### config.mk
export PLATFORM = sky130hd
export DESIGN_NAME = fmps_test_link_reader_flat
export DESIGN_NICKNAME = d
export VERILOG_FILES = /design/src/rtl/fmps_test_link_pkg.sv /design/src/rtl/fmps_test_link_reader_if.sv /design/src/rtl/fmps_sat_counter.sv /design/src/rtl/fmps_test_link_reader.sv /design/src/flat_wrapper.sv
export SDC_FILE = /design/constraint.sdc
export NUM_CORES = 1
export LEC_CHECK = 0
export CAP_MARGIN = 20
export CORE_MARGIN = 2
export CORE_UTILIZATION = 54
export DETAILED_ROUTE_END_ITERATION = 6
export PLACE_DENSITY = 0.86
export SYNTH_ARGS = -nofsm -noshare
export SYNTH_HDL_FRONTEND = slang
export SYNTH_SLANG_ARGS = --single-unit
export TNS_END_PERCENT = 50
### constraint.sdc
create_clock -name auroraUserClk -period 2.9 [get_ports auroraUserClk]
set_input_delay 0.725 -clock auroraUserClk [delete_from_list [all_inputs] [get_ports auroraUserClk]]
set_output_delay 0.725 -clock auroraUserClk [all_outputs]
set_load 0.02 [all_outputs]
### src/rtl/fmps_test_link_pkg.sv
// Shared definitions for the FMPS test link reader: status codes, FSM states
// and the default header magic.
package fmps_test_link_pkg;

  localparam logic [1:0] FMPS_ST_OK    = 2'd0;
  localparam logic [1:0] FMPS_ST_MAGIC = 2'd1;
  localparam logic [1:0] FMPS_ST_LEN   = 2'd2;
  localparam logic [1:0] FMPS_ST_SEQ   = 2'd3;

  localparam logic [15:0] FMPS_DEFAULT_MAGIC = 16'hB6CF;

  typedef enum logic [1:0] {
    ST_HEADER = 2'd0,
    ST_DATA   = 2'd1,
    ST_DRAIN  = 2'd2
  } fmps_state_e;

endpackage

### src/rtl/fmps_test_link_reader_if.sv
// AXI-Stream receive channel of the FMPS test link; the writer side is the
// master, the reader is the slave.
interface fmps_test_link_reader_if;
  logic [31:0] tdata;
  logic        tvalid;
  logic        tlast;
  logic        tready;

  modport master (output tdata, output tvalid, output tlast, input tready);
  modport slave  (input tdata, input tvalid, input tlast, output tready);
endinterface

### src/rtl/fmps_sat_counter.sv
// Saturating up-counter with synchronous clear; next_o exposes the value the
// counter would take this cycle so a parent can capture it on clear.
module fmps_sat_counter #(
  parameter int WIDTH = 8
) (
  input  logic             clk_i,
  input  logic             rst_i,
  input  logic             clr_i,
  input  logic             inc_i,
  output logic [WIDTH-1:0] count_o,
  output logic [WIDTH-1:0] next_o
);

  localparam logic [WIDTH-1:0] MAX_COUNT = '1;

  logic [WIDTH-1:0] count_q, count_d;

  always_comb begin
    if (inc_i && (count_q != MAX_COUNT)) begin
      count_d = count_q + WIDTH'(1);
    end else begin
      count_d = count_q;
    end
  end

  always_ff @(posedge clk_i) begin
    if (rst_i) begin
      count_q <= '0;
    end else if (clr_i) begin
      count_q <= '0;
    end else begin
      count_q <= count_d;
    end
  end

  assign count_o = count_q;
  assign next_o  = count_d;

endmodule

### src/rtl/fmps_test_link_reader.sv
// FMPS test link receive endpoint: validates magic, length and index sequence
// and delivers packets. Optional feature macro: FMPS_READER_SEQ_CHECK_EN.
module fmps_test_link_reader
  import fmps_test_link_pkg::*;
#(
  parameter int          MAGIC_WIDTH     = 16,
  parameter int          MAGIC_START_BIT = 16,
  parameter int          INDEX_WIDTH     = 5,
  parameter int          INDEX_START_BIT = 10,
  parameter int          NUM_DATA_WORDS  = 1,
  parameter logic [MAGIC_WIDTH-1:0] EXPECTED_MAGIC = MAGIC_WIDTH'(FMPS_DEFAULT_MAGIC)
) (
  input  logic                          auroraUserClk,
  input  logic                          auroraReset,
  input  logic                          auroraChannelUp,
  input  logic                          auroraFAstrobe,
  fmps_test_link_reader_if.slave        FMPS_TEST_AXI_STREAM_RX,
  output logic                          statusStrobe,
  output logic [1:0]                    statusCode,
  output logic                          packetStrobe,
  output logic [INDEX_WIDTH-1:0]        packetIndex,
  output logic [32*NUM_DATA_WORDS-1:0]  packetData,
  output logic [7:0]                    cyclePacketCount,
  output logic [15:0]                   errorCount
);

  localparam int CNT_W = (NUM_DATA_WORDS > 1) ? $clog2(NUM_DATA_WORDS) : 1;
  localparam logic [CNT_W-1:0] LAST_WORD = CNT_W'(NUM_DATA_WORDS - 1);

  fmps_state_e                 state_q, state_d;
  logic [CNT_W-1:0]            word_cnt_q, word_cnt_d;
  logic [INDEX_WIDTH-1:0]      hdr_idx_q, hdr_idx_d;
  logic [32*NUM_DATA_WORDS-1:0] buf_q, buf_d;
  logic                        tready_q;

  logic                        st_fire_d;
  logic [1:0]                  st_code_d;
  logic                        deliver_d;
  logic                        seq_ok_s;

  logic                        status_strobe_q;
  logic [1:0]                  status_code_q;
  logic                        packet_strobe_q;
  logic [INDEX_WIDTH-1:0]      packet_index_q;
  logic [32*NUM_DATA_WORDS-1:0] packet_data_q;
  logic [7:0]                  cycle_count_q;
  logic [7:0]                  run_count_s, run_next_s;

  logic                        accept_s;
  logic [MAGIC_WIDTH-1:0]      magic_s;
  logic [INDEX_WIDTH-1:0]      index_s;

  assign accept_s = FMPS_TEST_AXI_STREAM_RX.tvalid & tready_q;
  assign magic_s  = FMPS_TEST_AXI_STREAM_RX.tdata[MAGIC_START_BIT +: MAGIC_WIDTH];
  assign index_s  = FMPS_TEST_AXI_STREAM_RX.tdata[INDEX_START_BIT +: INDEX_WIDTH];
  assign FMPS_TEST_AXI_STREAM_RX.tready = tready_q;

`ifdef FMPS_READER_SEQ_CHECK_EN
  logic [INDEX_WIDTH-1:0] exp_idx_q;

  assign seq_ok_s = (hdr_idx_q == exp_idx_q);

  // Both match and resync land on received index + 1, so one update covers both.
  always_ff @(posedge auroraUserClk) begin
    if (auroraReset) begin
      exp_idx_q <= '0;
    end else if (auroraFAstrobe) begin
      exp_idx_q <= '0;
    end else if (deliver_d) begin
      exp_idx_q <= hdr_idx_q + INDEX_WIDTH'(1);
    end else begin
      exp_idx_q <= exp_idx_q;
    end
  end
`else
  assign seq_ok_s = 1'b1;
`endif

  always_comb begin
    state_d    = state_q;
    word_cnt_d = word_cnt_q;
    hdr_idx_d  = hdr_idx_q;
    buf_d      = buf_q;
    st_fire_d  = 1'b0;
    st_code_d  = FMPS_ST_OK;
    deliver_d  = 1'b0;
    if (!auroraChannelUp) begin
      state_d = ST_HEADER;
      if (state_q == ST_DATA) begin
        st_fire_d = 1'b1;
        st_code_d = FMPS_ST_LEN;
      end else begin
        st_fire_d = 1'b0;
      end
    end else if (accept_s) begin
      case (state_q)
        ST_HEADER: begin
          if (magic_s != EXPECTED_MAGIC) begin
            st_fire_d = 1'b1;
            st_code_d = FMPS_ST_MAGIC;
            state_d   = FMPS_TEST_AXI_STREAM_RX.tlast ? ST_HEADER : ST_DRAIN;
          end else if (FMPS_TEST_AXI_STREAM_RX.tlast) begin
            st_fire_d = 1'b1;
            st_code_d = FMPS_ST_LEN;
          end else begin
            hdr_idx_d  = index_s;
            word_cnt_d = '0;
            state_d    = ST_DATA;
          end
        end
        ST_DATA: begin
          buf_d[32*word_cnt_q +: 32] = FMPS_TEST_AXI_STREAM_RX.tdata;
          if (word_cnt_q == LAST_WORD) begin
            st_fire_d = 1'b1;
            if (FMPS_TEST_AXI_STREAM_RX.tlast) begin
              deliver_d = 1'b1;
              st_code_d = seq_ok_s ? FMPS_ST_OK : FMPS_ST_SEQ;
              state_d   = ST_HEADER;
            end else begin
              st_code_d = FMPS_ST_LEN;
              state_d   = ST_DRAIN;
            end
          end else if (FMPS_TEST_AXI_STREAM_RX.tlast) begin
            st_fire_d = 1'b1;
            st_code_d = FMPS_ST_LEN;
            state_d   = ST_HEADER;
          end else begin
            word_cnt_d = word_cnt_q + CNT_W'(1);
          end
        end
        ST_DRAIN: begin
          if (FMPS_TEST_AXI_STREAM_RX.tlast) begin
            state_d = ST_HEADER;
          end else begin
            state_d = ST_DRAIN;
          end
        end
        default: state_d = ST_HEADER;
      endcase
    end else begin
      state_d = state_q;
    end
  end

  always_ff @(posedge auroraUserClk) begin
    if (auroraReset) begin
      state_q    <= ST_HEADER;
      word_cnt_q <= '0;
      hdr_idx_q  <= '0;
      buf_q      <= '0;
      tready_q   <= 1'b0;
    end else begin
      state_q    <= state_d;
      word_cnt_q <= word_cnt_d;
      hdr_idx_q  <= hdr_idx_d;
      buf_q      <= buf_d;
      tready_q   <= 1'b1;
    end
  end

  // Strobes fire one cycle after the deciding beat; index/data hold between deliveries.
  always_ff @(posedge auroraUserClk) begin
    if (auroraReset) begin
      status_strobe_q <= 1'b0;
      status_code_q   <= FMPS_ST_OK;
      packet_strobe_q <= 1'b0;
      packet_index_q  <= '0;
      packet_data_q   <= '0;
    end else begin
      status_strobe_q <= st_fire_d;
      packet_strobe_q <= deliver_d;
      if (st_fire_d) begin
        status_code_q <= st_code_d;
      end else begin
        status_code_q <= status_code_q;
      end
      if (deliver_d) begin
        packet_index_q <= hdr_idx_q;
        packet_data_q  <= buf_d;
      end else begin
        packet_index_q <= packet_index_q;
        packet_data_q  <= packet_data_q;
      end
    end
  end

  fmps_sat_counter #(.WIDTH(16)) u_err_cnt (
    .clk_i   (auroraUserClk),
    .rst_i   (auroraReset),
    .clr_i   (1'b0),
    .inc_i   (status_strobe_q && (status_code_q != FMPS_ST_OK)),
    .count_o (errorCount),
    .next_o  ()
  );

  fmps_sat_counter #(.WIDTH(8)) u_run_cnt (
    .clk_i   (auroraUserClk),
    .rst_i   (auroraReset),
    .clr_i   (auroraFAstrobe),
    .inc_i   (packet_strobe_q && (status_code_q == FMPS_ST_OK)),
    .count_o (run_count_s),
    .next_o  (run_next_s)
  );

  // next_o already includes a same-cycle delivery, so it closes the FA cycle.
  always_ff @(posedge auroraUserClk) begin
    if (auroraReset) begin
      cycle_count_q <= 8'd0;
    end else if (auroraFAstrobe) begin
      cycle_count_q <= run_next_s;
    end else begin
      cycle_count_q <= cycle_count_q;
    end
  end

  assign statusStrobe     = status_strobe_q;
  assign statusCode       = status_code_q;
  assign packetStrobe     = packet_strobe_q;
  assign packetIndex      = packet_index_q;
  assign packetData       = packet_data_q;
  assign cyclePacketCount = cycle_count_q;

endmodule

### src/flat_wrapper.sv
// flat-port wrapper written by rule: the top's interface ports become plain ports
module fmps_test_link_reader_flat import fmps_test_link_pkg::*;
#(
  parameter int          MAGIC_WIDTH     = 16,
  parameter int          MAGIC_START_BIT = 16,
  parameter int          INDEX_WIDTH     = 5,
  parameter int          INDEX_START_BIT = 10,
  parameter int          NUM_DATA_WORDS  = 1,
  parameter logic [MAGIC_WIDTH-1:0] EXPECTED_MAGIC = MAGIC_WIDTH'(FMPS_DEFAULT_MAGIC)
)
  (auroraUserClk, auroraReset, auroraChannelUp, auroraFAstrobe, statusStrobe, statusCode, packetStrobe, packetIndex, packetData, cyclePacketCount, errorCount, FMPS_TEST_AXI_STREAM_RX_tdata, FMPS_TEST_AXI_STREAM_RX_tvalid, FMPS_TEST_AXI_STREAM_RX_tlast, FMPS_TEST_AXI_STREAM_RX_tready);
  fmps_test_link_reader_if FMPS_TEST_AXI_STREAM_RX_i ();
  input  logic auroraUserClk;
  input  logic auroraReset;
  input  logic auroraChannelUp;
  input  logic auroraFAstrobe;
  output logic statusStrobe;
  output logic [1:0] statusCode;
  output logic packetStrobe;
  output logic [INDEX_WIDTH-1:0] packetIndex;
  output logic [32*NUM_DATA_WORDS-1:0] packetData;
  output logic [7:0] cyclePacketCount;
  output logic [15:0] errorCount;
  input wire logic [$bits(FMPS_TEST_AXI_STREAM_RX_i.tdata)-1:0] FMPS_TEST_AXI_STREAM_RX_tdata;
  input wire logic [$bits(FMPS_TEST_AXI_STREAM_RX_i.tvalid)-1:0] FMPS_TEST_AXI_STREAM_RX_tvalid;
  input wire logic [$bits(FMPS_TEST_AXI_STREAM_RX_i.tlast)-1:0] FMPS_TEST_AXI_STREAM_RX_tlast;
  output wire logic [$bits(FMPS_TEST_AXI_STREAM_RX_i.tready)-1:0] FMPS_TEST_AXI_STREAM_RX_tready;
  assign FMPS_TEST_AXI_STREAM_RX_i.tdata = FMPS_TEST_AXI_STREAM_RX_tdata;
  assign FMPS_TEST_AXI_STREAM_RX_i.tvalid = FMPS_TEST_AXI_STREAM_RX_tvalid;
  assign FMPS_TEST_AXI_STREAM_RX_i.tlast = FMPS_TEST_AXI_STREAM_RX_tlast;
  assign FMPS_TEST_AXI_STREAM_RX_tready = FMPS_TEST_AXI_STREAM_RX_i.tready;
  fmps_test_link_reader #(.MAGIC_WIDTH(MAGIC_WIDTH), .MAGIC_START_BIT(MAGIC_START_BIT), .INDEX_WIDTH(INDEX_WIDTH), .INDEX_START_BIT(INDEX_START_BIT), .NUM_DATA_WORDS(NUM_DATA_WORDS), .EXPECTED_MAGIC(EXPECTED_MAGIC)) u_core (.auroraUserClk(auroraUserClk), .auroraReset(auroraReset), .auroraChannelUp(auroraChannelUp), .auroraFAstrobe(auroraFAstrobe), .FMPS_TEST_AXI_STREAM_RX(FMPS_TEST_AXI_STREAM_RX_i), .statusStrobe(statusStrobe), .statusCode(statusCode), .packetStrobe(packetStrobe), .packetIndex(packetIndex), .packetData(packetData), .cyclePacketCount(cyclePacketCount), .errorCount(errorCount));
endmodule
==> reports/results.txt, run 1 <==
Worst Hold Class - reg -> reg
Finished Cell Area - 0.00631 mm²
Crit Path Category - reg -> out
r2r setup slk - 0.76 ns
critical path data required time - 2.17 ns
worst skew pair latency - 0.51 ns
WHS - 0.459 ns
routed wire length - 11.7 mm
Via density - 5.75
antenna-violating nets left - 0
Die Span Y - 96.6 µm
Area Overhead vs Synth - 36.2%
Core Region - 0.00826 mm²
setup violators final - 0
most common cell after layout, fill and taps aside - dfxtp_1
layout cells sized above 1 - 9.36%
Netlist Area Pre-Place - 0.00463 mm²
vias - 4102
maximum VDD drop - 0.394 mV
Layout Nets - 640
hold path start - u_core.hdr_idx_q[1]$_SDFFE_PP0P_
DIE AREA - 0.00933 mm²
H-tree depth - 4
R2R cell count - 4
Post-synth top flop - dfxtp_1
ant diodes - 0
first-pass GRT wire length - 19.2 mm
Crit Path Max Fanout - 8
min cycle time layout - 2.36 ns
CTS sink cnt - 114
post-synthesis sequential area ratio - 49.3%
initial drt markers - 199
status - complete, no violations
critical path's slowest cell - clkdlybuf4s50_1
clock-pin slew of the registers on the worst-case setup and hold paths - 0.06 ns
total track usage - 26.7%
Netlist cell types - 55
Placed Area - 0.00576 mm²
Yosys warning count - 0
Starting Density - 56.1%
hold_buf cts - 0
syn_nets - 541
Final Cycle Share - 81.3%
Post-Route Skew - 0.0147 ns
FF+latch count, synth - 114
die width - 96.6 µm
Max-slew headroom - 45.6%
Placed Cells - 682
WP data arrival - 1.63 ns
CTS tree - done
router iterations before antenna repair - 4
Final Max Tran Viols - 0
delay-heaviest family, CP - buffers and inverters
Setup TNS Final - 0 ns
Leak - 2.19 nW
crit path cell chain - clkdlybuf4s50_1
hold path cells - 2
nature of the critical path startpoint - flip-flop
worst hold endpoint - u_core.hdr_idx_q[1]$_SDFFE_PP0P_
Worst-Margin Slew - 0.811 ns
GPL Wtd Cong - 0.855
critical path capture point type - output port
grt ovf - 0
worst path bufs/invs - 1
max_cap viols - 0
Max Root-Sink Buffers - 2
largest net degree at the start of global routing - 70
r2r endpoint - u_core.u_err_cnt.count_o[14]$_SDFFE_PP0P_
Hold Fails Final Rpt - 0
postcts setup bufs - 0
Ports - 104
most frequent cells in the layout - 114 x dfxtp_1, 102 x clkdlybuf4s50_1, 57 x nor2_1, 48 x a21oi_1, 45 x mux2i_1
WL per Instance - 16.4 µm
EDFF count, synth - 0
vias in the first global route - 4045
Max stage delay on crit path - 0.66 ns
reg2reg start - u_core.statusCode[1]$_SDFFE_PP0P_
P per Cell Area - 570 mW/mm²
Max Clk Rate - 424 MHz
Synth async-reset ratio - 0%
port buffer count - 103
initial antenna violation count - 0
Mapped Cells - 497
DP HPWL - 7.60 mm
fin cells - 714
root buffer cell - clkbuf_8
unrepaired setup endpoints after global routing - false
row cnt - 33
number of buffers created by CTS - 17
Mean Syn Cell Area - 9.31 µm²
DRC errors left - 0
cts repair resizes - 0
layer usage:
layer,wire length [µm],vias up,global-route usage [%]
met3,844,8,9.00
met1,4960,1959,32.1
met2,5820,136,44.9
li1,-,1999,-
met5,0,-,0
met4,85,0,8.92
stage by stage:
| step | setup WS (ns) | power (mW) | util [%] |
|---|---|---|---|
| 5_1_grt | 0.468 | 3.71 | 76.4 |
| 6_report | 0.543 | 3.59 | 76.4 |
| 4_1_cts | 0.532 | 3.62 | 76.4 |
| 3_3_place_gp | 0.272 | 1.76 | 69.8 |
| 3_5_place_dp | 0.195 | 1.77 | 69.8 |
| 2_1_floorplan | 0.737 | 1.68 | - |
logic make-up after synthesis:
logic type | Yosys count | share of synthesized area, %
AND/OR/NAND/NOR | 152 | 17.5
AO/OA/AOI/OAI | 129 | 16.4
flip-flops | 114 | 49.3
multiplexers | 48 | 10.5
buffers and inverters | 44 | 4.00
adder cells (fa/ha/maj) | 6 | 1.62
XOR/XNOR | 4 | 0.757
worst max path at each step:
stage / start / to / depth (start not counted) / slack [ns]
after floorplan: FMPS_TEST_AXI_STREAM_RX_tlast / u_core.statusCode[1]$_SDFFE_PP0P_ / 7 / 0.74
after global placement: FMPS_TEST_AXI_STREAM_RX_tdata[27] / u_core.hdr_idx_q[1]$_SDFFE_PP0P_ / 5 / 0.27
after detailed placement: FMPS_TEST_AXI_STREAM_RX_tdata[27] / u_core.hdr_idx_q[4]$_SDFFE_PP0P_ / 5 / 0.19
after CTS: u_core.u_err_cnt.count_o[6]$_SDFFE_PP0P_ / errorCount[6] / 1 / 0.53
after global routing: u_core.u_err_cnt.count_o[6]$_SDFFE_PP0P_ / errorCount[6] / 1 / 0.47
final: u_core.u_err_cnt.count_o[6]$_SDFFE_PP0P_ / errorCount[6] / 1 / 0.54
report_power, final:
group          switching (mW)  internal (mW)  leakage [nW]
logic                  0.0767         0.0788          1.01
registers             0.00812           1.57         0.920
clock network           0.754           1.10         0.253
sequential cells by signal, summed over array words and instances (netlist names):
| signal | cells |
|---|---|
| u_core.buf_q | 32 |
| u_core.hdr_idx_q | 5 |
| u_core.packetStrobe | 1 |
| u_core.packetData | 32 |
| u_core.statusCode | 2 |
| u_core.statusStrobe | 1 |
| u_core.word_cnt_q | 1 |
| u_core.u_run_cnt.count_o | 8 |
| u_core.packetIndex | 5 |
| u_core.u_err_cnt.count_o | 16 |
| u_core.state_q | 2 |
| u_core.cyclePacketCount | 8 |
| u_core.FMPS_TEST_AXI_STREAM_RX.tready | 1 |
cells in the mapped netlist, types with 4 or more instances:
library cell | number | area (µm²)
a211oi_1 | 5 | 37.5
a21oi_1 | 48 | 240
and3_1 | 4 | 25.0
buf_2 | 6 | 30.0
clkbuf_1 | 23 | 86.3
dfxtp_1 | 114 | 2280
ha_1 | 6 | 75.1
inv_1 | 11 | 41.3
mux2i_1 | 45 | 450
nand2_1 | 23 | 86.3
nand3_1 | 10 | 50.1
nand4_1 | 5 | 31.3
nor2_1 | 57 | 214
nor2b_1 | 4 | 25.0
nor3_1 | 4 | 20.0
nor4_1 | 4 | 25.0
o211ai_1 | 4 | 30.0
o21ai_0 | 41 | 205
o31ai_1 | 9 | 67.6
or3_1 | 4 | 25.0
or4_1 | 10 | 75.1
area by class of cell:
| cell class | instances | area [µm²] |
|---|---|---|
| Clock buffer | 19 | 442 |
| Clock inverter | 13 | 104 |
| Fill cell | 549 | 1950 |
| Inverter | 11 | 41.3 |
| Multi-Input combinational cell | 339 | 2180 |
| Sequential cell | 114 | 2280 |
| Tap cell | 105 | 131 |
| Timing Repair Buffer | 113 | 1130 |
Note: power is estimated with default switching activity, not from simulation.
==> inputs of run 2 (changes only) <==
Settings changed: CORE_UTILIZATION 54 to 45, PLACE_DENSITY 0.86 to 0.76.
Clock period 2.9 ns to 1.93 ns, I/O delays scaled along.
==> run 2 against run 1 <==
- setup slack worse by 0.50 ns
- die area up 19%
- sequential share of layout area decreased by 2.0 points
- sequential power increased by 51%
- global-route usage is 3.8 points lower
- via count is 2.1% higher
- sequential cell count unchanged
- worst hold slack got worse by 0.14 ns
- final area increased by 6.0%
- critical path type is now in -> reg
- critical endpoint is now u_core.state_q[0]$_SDFFE_PP0P_
- largest cell class unchanged
==> reports/results.txt, run 2 (synthesis results as in run 1) <==
worst skew pair latency - 0.51 ns (about the same)
largest net degree at the start of global routing - 46 (was 70)
DIE AREA - 0.0111 mm² (was 0.00933 mm²)
Crit Path Max Fanout - 4 (was 8)
Starting Density - 45.7% (was 56.1%)
Max stage delay on crit path - 0.63 ns (was 0.66 ns)
critical path capture point type - flip-flop (was output port)
Max-slew headroom - 76.7% (was 45.6%)
row cnt - 37 (was 33)
antenna-violating nets left - 0 (unchanged)
Final Cycle Share - 97.7%
grt ovf - 0 (unchanged)
Power Total - 5.93 mW (was 3.59 mW)
ant diodes - 0 (unchanged)
GPL Wtd Cong - 0.947 (was 0.855)
Area Overhead vs Synth - 44.4% (was 36.2%)
WP data arrival - 2.34 ns (was 1.63 ns)
total track usage - 22.9% (was 26.7%)
r2r setup slk - 0.10 ns (was 0.76 ns)
Worst Hold Class - in -> reg (was reg -> reg)
Layout Nets - 669 (was 640)
H-tree depth - 4 (unchanged)
Max Root-Sink Buffers - 2 (unchanged)
maximum VDD drop - 0.626 mV (was 0.394 mV)
Max Clk Rate - 530 MHz
most frequent cells in the layout - 110 x dfxtp_1, 65 x dlygate4sd2_1, 57 x nor2_1, 48 x a21oi_1, 45 x mux2i_1 (was 114 x dfxtp_1, 102 x clkdlybuf4s50_1, 57 x nor2_1, 48 x a21oi_1, 45 x mux2i_1)
setup violators final - 0 (unchanged)
most common cell after layout, fill and taps aside - dfxtp_1 (unchanged)
DP HPWL - 8.10 mm (was 7.60 mm)
Worst-Margin Slew - 0.346 ns (was 0.811 ns)
filler cell count - 808 (was 549)
critical path's slowest cell - or4_4 (was clkdlybuf4s50_1)
worst path bufs/invs - 2 (was 1)
Die Span Y - 105 µm (was 96.6 µm)
hold_buf cts - 0 (unchanged)
CTS tree - done (unchanged)
Final Max Tran Viols - 0 (unchanged)
Crit Path Category - in -> reg (was reg -> out)
Setup TNS Final - 0 ns (unchanged)
layout cells sized above 1 - 15.0% (was 9.36%)
number of buffers created by CTS - 17 (unchanged)
vias - 4190 (was 4102)
crit path cell chain - clkdlybuf4s50_1 > nand4b_1 > or4_4 > buf_4 > o31ai_2 > and2_1 (was clkdlybuf4s50_1)
delay-heaviest family, CP - simple AND/OR/NAND/NOR gates (was buffers and inverters)
initial antenna violation count - 0 (unchanged)
DRC errors left - 0 (unchanged)
routed wire length - 12.2 mm (was 11.7 mm)
router iterations before antenna repair - 4 (unchanged)
Post-Route Skew - 0.00825 ns (was 0.0147 ns)
nature of the critical path startpoint - input pin (was flip-flop)
status - complete, no violations (unchanged)
port buffer count - 103 (unchanged)
critical path data required time - 2.38 ns (was 2.17 ns)
root buffer cell - clkbuf_8 (unchanged)
die width - 105 µm (was 96.6 µm)
CTS sink cnt - 114 (unchanged)
Leak - 2.73 nW (was 2.19 nW)
WL per Instance - 15.7 µm (was 16.4 µm)
Ports - 104 (unchanged)
min cycle time layout - 1.89 ns
clock-pin slew of the registers on the worst-case setup and hold paths - 0.06 ns (about the same)
Via density - 5.41 (was 5.75)
initial drt markers - 138 (was 199)
first-pass GRT wire length - 20.4 mm (was 19.2 mm)
unrepaired setup endpoints after global routing - true (was false)
vias in the first global route - 4223 (was 4045)
P per Cell Area - 888 mW/mm² (was 570 mW/mm²)
max_cap viols - 0 (unchanged)
Core Region - 0.0101 mm² (was 0.00826 mm²)
Hold Fails Final Rpt - 0 (unchanged)
## run 2: layout make-up
class / instances / area (µm²) / area share (%)
Sequential cell: 114 / 2290 / 34.2
Multi-Input combinational cell: 339 / 2210 / 33.1
Timing Repair Buffer: 142 / 1340 / 20.1
Clock buffer: 18 / 428 / 6.40
Clock inverter: 14 / 203 / 3.03
Tap cell: 136 / 170 / 2.55
Inverter: 11 / 41.3 / 0.618
## run 2: power breakdown
| part | leakage [nW] | switching [mW] | internal [mW] |
|---|---|---|---|
| Sequential | 0.922 | 0.00952 | 2.37 |
| Clock | 0.307 | 1.15 | 2.15 |
| Combinational | 1.51 | 0.126 | 0.133 |
| Total | 2.73 | 1.29 | 4.65 |
## run 2: worst paths after layout
check                                                           endpoint                                     start  cells past startpoint
worst max-delay path                      u_core.state_q[0]$_SDFFE_PP0P_         FMPS_TEST_AXI_STREAM_RX_tdata[30]                      6
worst min-delay path            u_core.u_err_cnt.count_o[1]$_SDFFE_PP0P_                               auroraReset                      2
worst max register to register  u_core.u_err_cnt.count_o[5]$_SDFFE_PP0P_  u_core.u_err_cnt.count_o[0]$_SDFFE_PP0P_                      7
worst min register to register          u_core.hdr_idx_q[3]$_SDFFE_PP0P_          u_core.hdr_idx_q[3]$_SDFFE_PP0P_                      2
## run 2: timing repair
action	CTS	global route
endpoints found under the hold margin	0	0
setup buffers	2	0
setup endpoints to repair	71	13
pin swaps	1	2
resized for setup	66	9
## run 2: per-layer routing
layer	vias to the layer above	GRT usage [%]	part of all wire [%]
li1	2054	-	-
met1	1997	27.0	43
met2	124	37.7	49
met3	15	8.91	6.8
met4	0	8.19	1.4
met5	-	0	0
## run 2: stage by stage
stage               setup slack [ns]  hold WS (ns)  area [µm²]  utilization, %  cells
floorplan                    0.00960         0.434        4630               -    497
global placement              -0.469         0.448        6080            60.0    740
detailed placement            -0.592         0.451        6080            60.0    740
CTS                         0.000324         0.300        6650            65.6    774
global route                 -0.0109         0.304        6680            65.9    774
finish                        0.0435         0.314        6680            65.9    774
## run 2: worst reg2reg max path, stage by stage (launching register included)
cell and delay [ns]:
dfxtp_2 0.33, ha_1 0.21, buf_4 0.14, nand4_1 0.10
nor4_2 0.06, buf_4 0.19, nor4_1 0.31, mux2_2 0.37
==> inputs of run 3 (changes only) <==
Settings changed: CORE_UTILIZATION 45 to 33, PLACE_DENSITY 0.76 to 0.59.
==> run 3 against run 2 <==
- clock skew increased by 0.0020 ns
- critical endpoint is now packetData[18]
- setup slack improved by 0.016 ns
- largest cell class unchanged
- non-clock buffer count decreased by 5
- clock power decreased by 7.9%
==> reports/results.txt, run 3 (synthesis results as in run 1) <==
Power Total - 5.67 mW (was 5.93 mW)
critical path capture point type - output port (was flip-flop)
WP data arrival - 1.39 ns (was 2.34 ns)
Max Clk Rate - 535 MHz (was 530 MHz)
Core Region - 0.0138 mm² (was 0.0101 mm²)
initial antenna violation count - 0 (unchanged)
Max-slew headroom - 63.8% (was 76.7%)
Die Span Y - 122 µm (was 105 µm)
Worst Hold Class - in -> reg (unchanged)
routed wire length - 12.0 mm (was 12.2 mm)
Worst-Margin Slew - 0.543 ns (was 0.346 ns)
CTS sink cnt - 114 (unchanged)
worst path bufs/invs - 1 (was 2)
filler cell count - 1315 (was 808)
CTS tree - done (unchanged)
most frequent cells in the layout - 112 x dfxtp_1, 73 x clkdlybuf4s50_1, 57 x nor2_1, 48 x a21oi_1, 45 x mux2i_1 (was 110 x dfxtp_1, 65 x dlygate4sd2_1, 57 x nor2_1, 48 x a21oi_1, 45 x mux2i_1)
Starting Density - 33.6% (was 45.7%)
row cnt - 43 (was 37)
Placed Cells - 780 (was 740)
most common cell after layout, fill and taps aside - dfxtp_1 (unchanged)
Placed Area - 0.00609 mm² (was 0.00608 mm²)
P per Cell Area - 842 mW/mm² (was 888 mW/mm²)
DRC errors left - 0 (unchanged)
delay-heaviest family, CP - buffers and inverters (was simple AND/OR/NAND/NOR gates)
Leak - 2.61 nW (was 2.73 nW)
router iterations before antenna repair - 5 (was 4)
grt ovf - 0 (unchanged)
Max stage delay on crit path - 0.62 ns (was 0.63 ns)
first-pass GRT wire length - 19.7 mm (was 20.4 mm)
Post-Route Skew - 0.0103 ns (was 0.00825 ns)
setup violators final - 0 (unchanged)
min cycle time layout - 1.87 ns (was 1.89 ns)
fin cells - 811 (was 774)
Max Root-Sink Buffers - 2 (unchanged)
Layout Nets - 664 (was 669)
Final Cycle Share - 96.9% (was 97.7%)
GPL Wtd Cong - 0.900 (was 0.947)
vias - 4121 (was 4190)
total track usage - 16.7% (was 22.9%)
root buffer cell - clkbuf_16 (was clkbuf_8)
hold_buf cts - 0 (unchanged)
number of buffers created by CTS - 17 (unchanged)
Area Overhead vs Synth - 45.4% (was 44.4%)
area of the multi-input gates - 0.00221 mm² (about the same)
Final Max Tran Viols - 0 (unchanged)
maximum VDD drop - 0.506 mV (was 0.626 mV)
Finished Cell Area - 0.00673 mm² (was 0.00668 mm²)
Crit Path Category - reg -> out (was in -> reg)
post-route core utilization - 48.9% (was 65.9%)
Hold Fails Final Rpt - 0 (unchanged)
nature of the critical path startpoint - flip-flop (was input pin)
largest net degree at the start of global routing - 47 (was 46)
unrepaired setup endpoints after global routing - false (was true)
DIE AREA - 0.0150 mm² (was 0.0111 mm²)
antenna-violating nets left - 0 (unchanged)
die width - 122 µm (was 105 µm)
status - complete, no violations (unchanged)
initial drt markers - 222 (was 138)
worst skew pair latency - 0.41 ns (was 0.51 ns)
critical path's slowest cell - clkdlybuf4s50_1 (was or4_4)
max_cap viols - 0 (unchanged)
H-tree depth - 4 (unchanged)
Setup TNS Final - 0 ns (unchanged)
crit path cell chain - clkdlybuf4s50_1 (was clkdlybuf4s50_1 > nand4b_1 > or4_4 > buf_4 > o31ai_2 > and2_1)
Ports - 104 (unchanged)
layout cells sized above 1 - 13.3% (was 15.0%)
Via density - 5.08 (was 5.41)
ant diodes - 0 (unchanged)
Reg area - 0.00228 mm² (was 0.00229 mm²)
port buffer count - 103 (unchanged)
DP HPWL - 8.28 mm (was 8.10 mm)
clock-pin slew of the registers on the worst-case setup and hold paths - 0.05 ns (was 0.06 ns)
critical path data required time - 1.45 ns (was 2.38 ns)
WL per Instance - 14.8 µm (was 15.7 µm)
Crit Path Max Fanout - 2 (was 4)
vias in the first global route - 4084 (was 4223)
## run 3: cell types whose count changed in the layout (fill, tap and decap cells not counted), sizes merged, moves of 2 or more
| cell | before | now |
|---|---|---|
| dlygate4sd2 | 65 | 15 |
| clkdlybuf4s50 | 36 | 73 |
| dlymetal6s2s | 1 | 14 |
| buf | 40 | 35 |
| inv | 15 | 11 |
| clkbuf | 18 | 21 |
| bufinv | 4 | 2 |
## run 3: path summary, 6_finish.rpt
kind,cells after the start,slack (ns),to,from
worst max register to register,4,0.09,u_core.u_err_cnt.count_o[13]$_SDFFE_PP0P_,u_core.u_err_cnt.count_o[3]$_SDFFE_PP0P_
worst max-delay path,1,0.06,packetData[18],u_core.packetData[18]$_SDFFE_PP0P_
worst min register to register,2,0.46,u_core.hdr_idx_q[4]$_SDFFE_PP0P_,u_core.hdr_idx_q[4]$_SDFFE_PP0P_
worst min-delay path,3,0.38,u_core.buf_q[23]$_SDFF_PP0_,FMPS_TEST_AXI_STREAM_RX_tdata[23]
## run 3: cell type report
class | count | share of cell area [%]
multi-input combinational | 339 | 32.8
tap | 180 | 3.35
clock inverter | 9 | 1.60
inverter | 11 | 0.613
clock buffer | 21 | 6.99
timing repair buffer | 137 | 20.7
sequential | 114 | 33.9
## run 3: metrics by stage
step                hold slack (ns)  setup slack, ns
finish                        0.385           0.0598
global placement              0.447           -0.496
detailed placement            0.466           -0.547
floorplan                     0.434          0.00960
global route                  0.412         0.000667
CTS                           0.474          0.00375
## run 3: what timing repair did
action,4_1_cts,5_1_grt
gates resized for setup,16,19
setup buffers,1,0
setup endpoints to repair,22,15
gates cloned,0,0
pin swaps,2,7
## run 3: layer usage
metal | share of wire, % | vias to the layer above | wire length, µm | global-route usage (%)
met5 | 0 | - | 0 | 0
met4 | 1.1 | 0 | 134 | 5.68
met3 | 7.8 | 12 | 933 | 7.76
met2 | 45 | 121 | 5380 | 25.3
met1 | 46 | 1948 | 5550 | 20.8
li1 | - | 2040 | - | -
## run 3: power breakdown
part | total [mW] | switching [mW] | internal, mW
sequential | 2.38 | 0.00882 | 2.37
combinational | 0.249 | 0.123 | 0.126
clock | 3.04 | 1.06 | 1.98
